==> src/rtl/tx_len_pattern_gen.sv <==
// tx_len_pattern_gen
//   Reads a little-endian length header plus a mode byte from an 8-bit stream.
//   Then emits that many bytes of a test pattern on a BW-byte AXI-stream,
//   where BW = 2^OUT_EW.
//   Patterns: byte counter (mode 0/3), zero fill (mode 1), or 0x11D Galois LFSR (mode 2).
// Ports
//   clk, rstn                  clock, synchronous active-low reset
//   i_tready/i_tvalid/i_tdata  8-bit header input; ready only while idle (S_HDR)
//   o_tready/o_tvalid          output handshake
//   o_tdata                    output beat, lane 0 = earliest byte
//   o_tkeep                    per-lane byte enable; unused lanes carry 0
//   o_tlast                    final beat of a transfer
//   busy                       high while a transfer is being sent
module tx_len_pattern_gen #(
  parameter int OUT_EW    = 2,
  parameter int LEN_BYTES = 4
) (
  input  logic                           clk,
  input  logic                           rstn,
  output logic                           i_tready,
  input  logic                           i_tvalid,
  input  logic [7:0]                     i_tdata,
  input  logic                           o_tready,
  output logic                           o_tvalid,
  output logic [8*(1<<OUT_EW)-1:0]       o_tdata,
  output logic [(1<<OUT_EW)-1:0]         o_tkeep,
  output logic                           o_tlast,
  output logic                           busy
);

  localparam int BW = 1 << OUT_EW;
  localparam int LW = 8 * LEN_BYTES;
  localparam int IW = $clog2(LEN_BYTES + 1);

  typedef enum logic {S_HDR, S_SEND} state_t;

  state_t            state_reg, state_next;
  logic [IW-1:0]     hdr_idx_reg;
  logic [LW-1:0]     len_reg;
  logic [1:0]        mode_reg;
  // rem/cnt/lfsr describe the bytes not yet loaded into the output register
  logic [LW:0]       rem_reg;
  logic [7:0]        cnt_reg;
  logic [7:0]        lfsr_reg;
  logic              o_tvalid_reg;
  logic [8*BW-1:0]   o_tdata_reg;
  logic [BW-1:0]     o_tkeep_reg;
  logic              o_tlast_reg;

  logic hdr_fire, mode_fire, start, beat_fire, advance;

  assign hdr_fire  = i_tvalid & i_tready;
  assign mode_fire = hdr_fire & (hdr_idx_reg == IW'(LEN_BYTES));
  assign start     = mode_fire & (len_reg != '0);
  assign beat_fire = o_tvalid_reg & o_tready;
  assign advance   = beat_fire & ~o_tlast_reg;

  // The beat generator runs either on the freshly parsed header (start) or on the
  // pending state, so the first beat appears one cycle after the mode byte.
  logic [LW:0]     gen_rem;
  logic [7:0]      gen_cnt;
  logic [7:0]      gen_lfsr;
  logic [1:0]      gen_mode;

  assign gen_rem  = start ? {1'b0, len_reg} : rem_reg;
  assign gen_cnt  = start ? 8'h00 : cnt_reg;
  assign gen_lfsr = start ? 8'h01 : lfsr_reg;
  assign gen_mode = start ? i_tdata[1:0] : mode_reg;

  logic              beat_last;
  logic [OUT_EW:0]   beat_n;
  logic [8*BW-1:0]   beat_data;
  logic [BW-1:0]     beat_keep;
  logic [7:0]        beat_lfsr_next;
  logic [7:0]        lfsr_chain [0:BW];
  logic [7:0]        lane_k;

  always_comb begin
    beat_last      = (gen_rem <= (LW+1)'(BW));
    beat_n         = beat_last ? gen_rem[OUT_EW:0] : (OUT_EW+1)'(BW);
    beat_data      = '0;
    beat_keep      = '0;
    lane_k         = 8'h00;
    lfsr_chain[0]  = gen_lfsr;
    for (int j = 0; j < BW; j++) begin
      lfsr_chain[j+1] = {lfsr_chain[j][6:0], 1'b0} ^ (lfsr_chain[j][7] ? 8'h1D : 8'h00);
    end
    // Stored LFSR advances only by the bytes actually emitted in this beat
    beat_lfsr_next = gen_lfsr;
    for (int j = 1; j <= BW; j++) begin
      if (beat_n == (OUT_EW+1)'(j)) beat_lfsr_next = lfsr_chain[j];
    end
    for (int j = 0; j < BW; j++) begin
      lane_k = gen_cnt + 8'(j);
      if ((OUT_EW+1)'(j) < beat_n) begin
        beat_keep[j] = 1'b1;
        case (gen_mode)
          2'd1:    beat_data[8*j +: 8] = 8'h00;
          2'd2:    beat_data[8*j +: 8] = lfsr_chain[j];
          default: beat_data[8*j +: 8] = lane_k;
        endcase
      end
    end
  end

  // State register
  always_ff @(posedge clk) begin
    if (!rstn) state_reg <= S_HDR;
    else       state_reg <= state_next;
  end

  // Next-state logic
  always_comb begin
    state_next = state_reg;
    case (state_reg)
      S_HDR:   if (start) state_next = S_SEND;
      S_SEND:  if (beat_fire && o_tlast_reg) state_next = S_HDR;
      default: state_next = S_HDR;
    endcase
  end

  // State-decoded outputs
  always_comb begin
    i_tready = (state_reg == S_HDR);
    busy     = (state_reg == S_SEND);
  end

  // Header parsing and beat datapath
  always_ff @(posedge clk) begin
    if (!rstn) begin
      hdr_idx_reg  <= '0;
      len_reg      <= '0;
      mode_reg     <= 2'd0;
      rem_reg      <= '0;
      cnt_reg      <= 8'h00;
      lfsr_reg     <= 8'h01;
      o_tvalid_reg <= 1'b0;
      o_tdata_reg  <= '0;
      o_tkeep_reg  <= '0;
      o_tlast_reg  <= 1'b0;
    end else begin
      if (hdr_fire) begin
        if (mode_fire) begin
          hdr_idx_reg <= '0;
          mode_reg    <= i_tdata[1:0];
        end else begin
          hdr_idx_reg <= hdr_idx_reg + IW'(1);
          for (int i = 0; i < LEN_BYTES; i++) begin
            if (hdr_idx_reg == IW'(i)) len_reg[8*i +: 8] <= i_tdata;
          end
        end
      end
      if (start || advance) begin
        o_tvalid_reg <= 1'b1;
        o_tdata_reg  <= beat_data;
        o_tkeep_reg  <= beat_keep;
        o_tlast_reg  <= beat_last;
        rem_reg      <= gen_rem - (LW+1)'(beat_n);
        cnt_reg      <= gen_cnt + 8'(beat_n);
        lfsr_reg     <= beat_lfsr_next;
      end else if (beat_fire) begin
        o_tvalid_reg <= 1'b0;
        o_tdata_reg  <= '0;
        o_tkeep_reg  <= '0;
        o_tlast_reg  <= 1'b0;
      end
    end
  end

  assign o_tvalid = o_tvalid_reg;
  assign o_tdata  = o_tdata_reg;
  assign o_tkeep  = o_tkeep_reg;
  assign o_tlast  = o_tlast_reg;

endmodule
==> config.mk <==
export PLATFORM = sky130hd
export DESIGN_NAME = tx_len_pattern_gen
export DESIGN_NICKNAME = d
export VERILOG_FILES = /design/src/rtl/tx_len_pattern_gen.sv
export SDC_FILE = /design/constraint.sdc
export NUM_CORES = 1
export LEC_CHECK = 0
export ABC_AREA = 1
export CORE_UTILIZATION = 45
export CTS_BUF_LIST = sky130_fd_sc_hd__clkbuf_8
export CTS_CLUSTER_DIAMETER = 200
export DETAILED_ROUTE_END_ITERATION = 8
export PLACE_DENSITY = 0.66
export SETUP_SLACK_MARGIN = 0.02
export SYNTH_ARGS = -nofsm -noshare
export SYNTH_HDL_FRONTEND = slang
export SYNTH_SLANG_ARGS = --single-unit
==> constraint.sdc <==
create_clock -name clk -period 3.63 [get_ports clk]
set_input_delay 0.726 -clock clk [delete_from_list [all_inputs] [get_ports clk]]
set_output_delay 0.726 -clock clk [all_outputs]
set_load 0.05 [all_outputs]
==> out/qor.csv <==
metric,value,unit
routed_wire_per_std_cell,14.95,um
tritoncts.num_buffers,17,
finalCoreUtilization,62.01,%
pin_count_of_the_biggest_net_entering_global_routing,50,
final_nets,1449,
clkPwrFrac,29.4,%
synth-simple-area-share,31.45,%
setup_total_negative_slack,0,ns
synth.area.mux_share,0,%
synth-xor-area-share,2.523,%
critPathCaptureType,flip-flop,
final.min_clock_period,3.623,ns
tightestPinTransition,0.8191,ns
h_tree_levels,4,
synth_fa_ha_area_share,2.555,%
initial_antenna_violation_count,0,
max_freq,276.0,MHz
number_of_top_level_pins,52,
residual_drc,0,
dp_hpwl,17740,um
post_synth_instance_area,7639,sq um
port-buffer-count,51,
starting_density,46.06,%
synth_sequential_area_ratio,32.76,%
initialDrtViolationCount,952,
largest_register_ffs,33,
ys_warns,0,
switching_power,1.650,mW
finalWirelength,24740,um
synthesized_area_fraction_occupied_by_ao_oa_aoi_and_oai_cells,18.12,%
viasPerCell,5.188,
timing_worst_setup_path_type,flip-flop to flip-flop,
cp.required,3.98,ns
cp.arrival,3.97,ns
synth_edf_count,0,
status,"complete, no violations",
postSynthRegisterBits,125,
grt_pass1_vias,7686,
nFillCells,1589,
grt.overflow.total,0,
synthToLayoutAreaGrowth,34.63,%
clkSlewWorstSetupHoldPaths,0.08,ns
final_wtd_congestion,0.9632,
antenna_violating_nets_post_route,0,
clock_sinks,125,
mappedNetlistNets,1255,
synth_top_family_by_area,simple AND/OR/NAND/NOR gates,
die_width,132.3,um
tritoncts,yes,
finalSetupViolations,0,
synthFlopType,sky130_fd_sc_hd__dfxtp_1,
clock_insertion_delay_worst_skew,0.47,ns
fin_skew,0.01876,ns
cellLeakagePower,5.084,nW
die_height,132.3,um
netlist_instances,1228,
share_seq_of_total_power,32.8,%
timing_hold_violations_final,0,
final.period_utilization,99.80,%
peakVddDrop,0.2831,mV
routed-via-count,8586,
synth.distinct_cells,42,
clockRootBuffer,sky130_fd_sc_hd__clkbuf_8,
max-slew-margin-rel,45.39,%
final_layout_size_suffix_gt1_share,21.25,%
critical_path.max_fanout,10,
finalWorstSetupSlack,0.007247,ns
postSynthAreaPerCell,6.220,sq um
p_sw_share,37.42,%
wire_length_of_the_first_global_routing_pass,39050,um
detail_route.first_pass.iterations,5,
ys_async_sr_fraction,0,%
timing.critical_path.from_type,flip-flop,
core-area,16580,sq um
combPwrFrac,37.8,%
internal_power,2.760,mW
num_rows,47,
antennaDiodeCount,0,
timing.max_cap.violations,0,
grt_use_total,28.12,%
final-max-slew-violation-count,0,
rsz_0062_raised_after_global_routing,yes,
floorplan.die_area,17500,sq um
clock_tree.buffer_depth,2,
hold_class,flip-flop to flip-flop,
power_per_cell_area,428.9,nW/um^2
pre_cts_ws,-0.5438,ns
[cells in the mapped netlist (2+ instances only)]
cell | number | area [sq um]
sky130_fd_sc_hd__o21ai_2 | 4 | 35.03
sky130_fd_sc_hd__o21ai_1 | 13 | 65.06
sky130_fd_sc_hd__ha_1 | 14 | 175.2
sky130_fd_sc_hd__nand3_1 | 97 | 485.5
sky130_fd_sc_hd__buf_1 | 3 | 11.26
sky130_fd_sc_hd__xnor2_1 | 6 | 52.55
sky130_fd_sc_hd__nor2_4 | 2 | 22.52
sky130_fd_sc_hd__nand3_2 | 2 | 20.02
sky130_fd_sc_hd__nand2_2 | 5 | 31.28
sky130_fd_sc_hd__xor2_1 | 16 | 140.1
sky130_fd_sc_hd__clkbuf_1 | 34 | 127.6
sky130_fd_sc_hd__buf_2 | 7 | 35.03
sky130_fd_sc_hd__a21oi_1 | 115 | 575.6
sky130_fd_sc_hd__nand2_4 | 3 | 33.78
sky130_fd_sc_hd__buf_4 | 2 | 15.01
sky130_fd_sc_hd__o21bai_1 | 8 | 60.06
sky130_fd_sc_hd__nand2_1 | 312 | 1171
sky130_fd_sc_hd__nor2_1 | 107 | 401.6
sky130_fd_sc_hd__clkinv_1 | 2 | 7.510
sky130_fd_sc_hd__o22ai_1 | 7 | 43.79
sky130_fd_sc_hd__nor3_1 | 7 | 35.03
sky130_fd_sc_hd__a31oi_1 | 2 | 12.51
sky130_fd_sc_hd__o21ai_0 | 89 | 445.4
sky130_fd_sc_hd__nor4_1 | 4 | 25.02
sky130_fd_sc_hd__or2_0 | 3 | 18.77
sky130_fd_sc_hd__o211ai_1 | 16 | 120.1
sky130_fd_sc_hd__nor2_2 | 4 | 25.02
sky130_fd_sc_hd__nand4_1 | 12 | 75.07
sky130_fd_sc_hd__inv_2 | 8 | 30.03
sky130_fd_sc_hd__inv_1 | 186 | 698.2
sky130_fd_sc_hd__buf_6 | 3 | 33.78
sky130_fd_sc_hd__dfxtp_1 | 125 | 2502
[routing by layer]
| metal | vias to the layer above | track usage, % | part of all wire (%) |
|---|---|---|---|
| li1 | 4317 | - | - |
| met1 | 3906 | 42.37 | 48 |
| met2 | 325 | 40.95 | 43 |
| met3 | 38 | 3.998 | 7.3 |
| met4 | 0 | 8.685 | 1.7 |
| met5 | - | 0 | 0 |
[worst paths after layout]
path	startpoint	to	slack [ns]	depth (start not counted)
max	len_reg[1]	cnt_reg[4]	0.007	26
min	o_tdata[19]	o_tdata[19]	0.47	2
max reg2reg	len_reg[1]	cnt_reg[4]	0.007	26
min reg2reg	o_tdata[19]	o_tdata[19]	0.47	2
[cells by family after synthesis]
| kind of cell | Yosys count |
|---|---|
| DFF | 125 |
| and+or+nand+nor | 563 |
| other | 1 |
| adders and majority gates | 15 |
| AOI/OAI and AO/OA | 257 |
| xor gates and xnor gates | 22 |
| buffers and inverters | 245 |
[area by class of cell]
cell class | count | area [sq um] | area share [%]
timing repair buffer | 224 | 1919 | 18.66
clock inverter | 14 | 157.7 | 1.533
multi-input combinational | 858 | 4442 | 43.19
sequential | 125 | 2506 | 24.37
inverter | 196 | 735.7 | 7.154
tap | 220 | 275.3 | 2.677
clock buffer | 18 | 247.7 | 2.409
[placed cells by master (no fill, tap or decap), types with 4 or more instances in the layout]
master,instances
sky130_fd_sc_hd__nand4_1,12
sky130_fd_sc_hd__nor3_1,7
sky130_fd_sc_hd__nand2_1,288
sky130_fd_sc_hd__o21bai_1,8
sky130_fd_sc_hd__xor2_1,16
sky130_fd_sc_hd__a21oi_1,112
sky130_fd_sc_hd__o21ai_2,4
sky130_fd_sc_hd__nand2_2,27
sky130_fd_sc_hd__inv_1,181
sky130_fd_sc_hd__ha_1,11
sky130_fd_sc_hd__o211ai_1,16
sky130_fd_sc_hd__buf_4,159
sky130_fd_sc_hd__nor2_1,87
sky130_fd_sc_hd__o21ai_4,4
sky130_fd_sc_hd__dfxtp_1,122
sky130_fd_sc_hd__o22ai_1,7
sky130_fd_sc_hd__xnor2_1,6
sky130_fd_sc_hd__nor2_2,22
sky130_fd_sc_hd__nand2_4,5
sky130_fd_sc_hd__inv_2,13
sky130_fd_sc_hd__inv_6,4
sky130_fd_sc_hd__buf_6,8
sky130_fd_sc_hd__o21ai_0,84
sky130_fd_sc_hd__clkbuf_8,18
sky130_fd_sc_hd__nand3_2,4
sky130_fd_sc_hd__clkinv_4,4
sky130_fd_sc_hd__o21ai_1,14
sky130_fd_sc_hd__clkdlybuf4s50_1,49
sky130_fd_sc_hd__nor2_4,4
sky130_fd_sc_hd__nand3_1,95
[critical path, stage by stage (launching register included)]
cell                       delay, ns
sky130_fd_sc_hd__dfxtp_2        0.33
sky130_fd_sc_hd__nor2_1         0.11
sky130_fd_sc_hd__nand2_1        0.12
sky130_fd_sc_hd__nor2_1         0.13
sky130_fd_sc_hd__nand2_1        0.10
sky130_fd_sc_hd__o21ai_4        0.36
sky130_fd_sc_hd__buf_6          0.18
sky130_fd_sc_hd__buf_16         0.12
sky130_fd_sc_hd__nand2_1        0.05
sky130_fd_sc_hd__nand2_1        0.09
sky130_fd_sc_hd__nand2_1        0.11
sky130_fd_sc_hd__nor2_2         0.17
sky130_fd_sc_hd__nand2_1        0.09
sky130_fd_sc_hd__nor2_2         0.14
sky130_fd_sc_hd__nand2_2        0.10
sky130_fd_sc_hd__nand2_4        0.08
sky130_fd_sc_hd__nand2_2        0.05
sky130_fd_sc_hd__inv_2          0.06
sky130_fd_sc_hd__ha_4           0.13
sky130_fd_sc_hd__inv_2          0.04
sky130_fd_sc_hd__fa_2           0.33
sky130_fd_sc_hd__inv_2          0.07
sky130_fd_sc_hd__a21oi_2        0.05
sky130_fd_sc_hd__nor2_2         0.16
sky130_fd_sc_hd__xor2_1         0.09
sky130_fd_sc_hd__o211ai_1       0.20
sky130_fd_sc_hd__inv_1          0.06
[power groups by stage]
| stage | clock network [mW] | registers [mW] | logic, mW |
|---|---|---|---|
| after floorplan | 0 | 1.48 | 0.880 |
| after global placement | 0 | 1.47 | 1.51 |
| after detailed placement | 0 | 1.47 | 1.52 |
| after CTS | 1.30 | 1.44 | 1.56 |
| after global routing | 1.36 | 1.45 | 1.82 |
| final | 1.30 | 1.45 | 1.67 |
[stage by stage]
stage               hold WS (ns)  total power [mW]  std cells  cell area (sq um)
floorplan                 0.4319             2.358       1228               7639
global placement          0.4530             2.987       1595               9319
detailed placement        0.4557             2.996       1595               9319
CTS                       0.4682             4.306       1641               9921
global route              0.4866             4.628       1655              10280
finish                    0.4654             4.410       1655              10280
[timing repair]
action                     4_1_cts  5_1_grt
resized for setup               19       78
buffers inserted                12       13
hold buffers                     0        0
gates cloned                     2        1
pin swaps                        7       26
setup endpoints to repair        4       38
(Power assumes the default switching activity.)
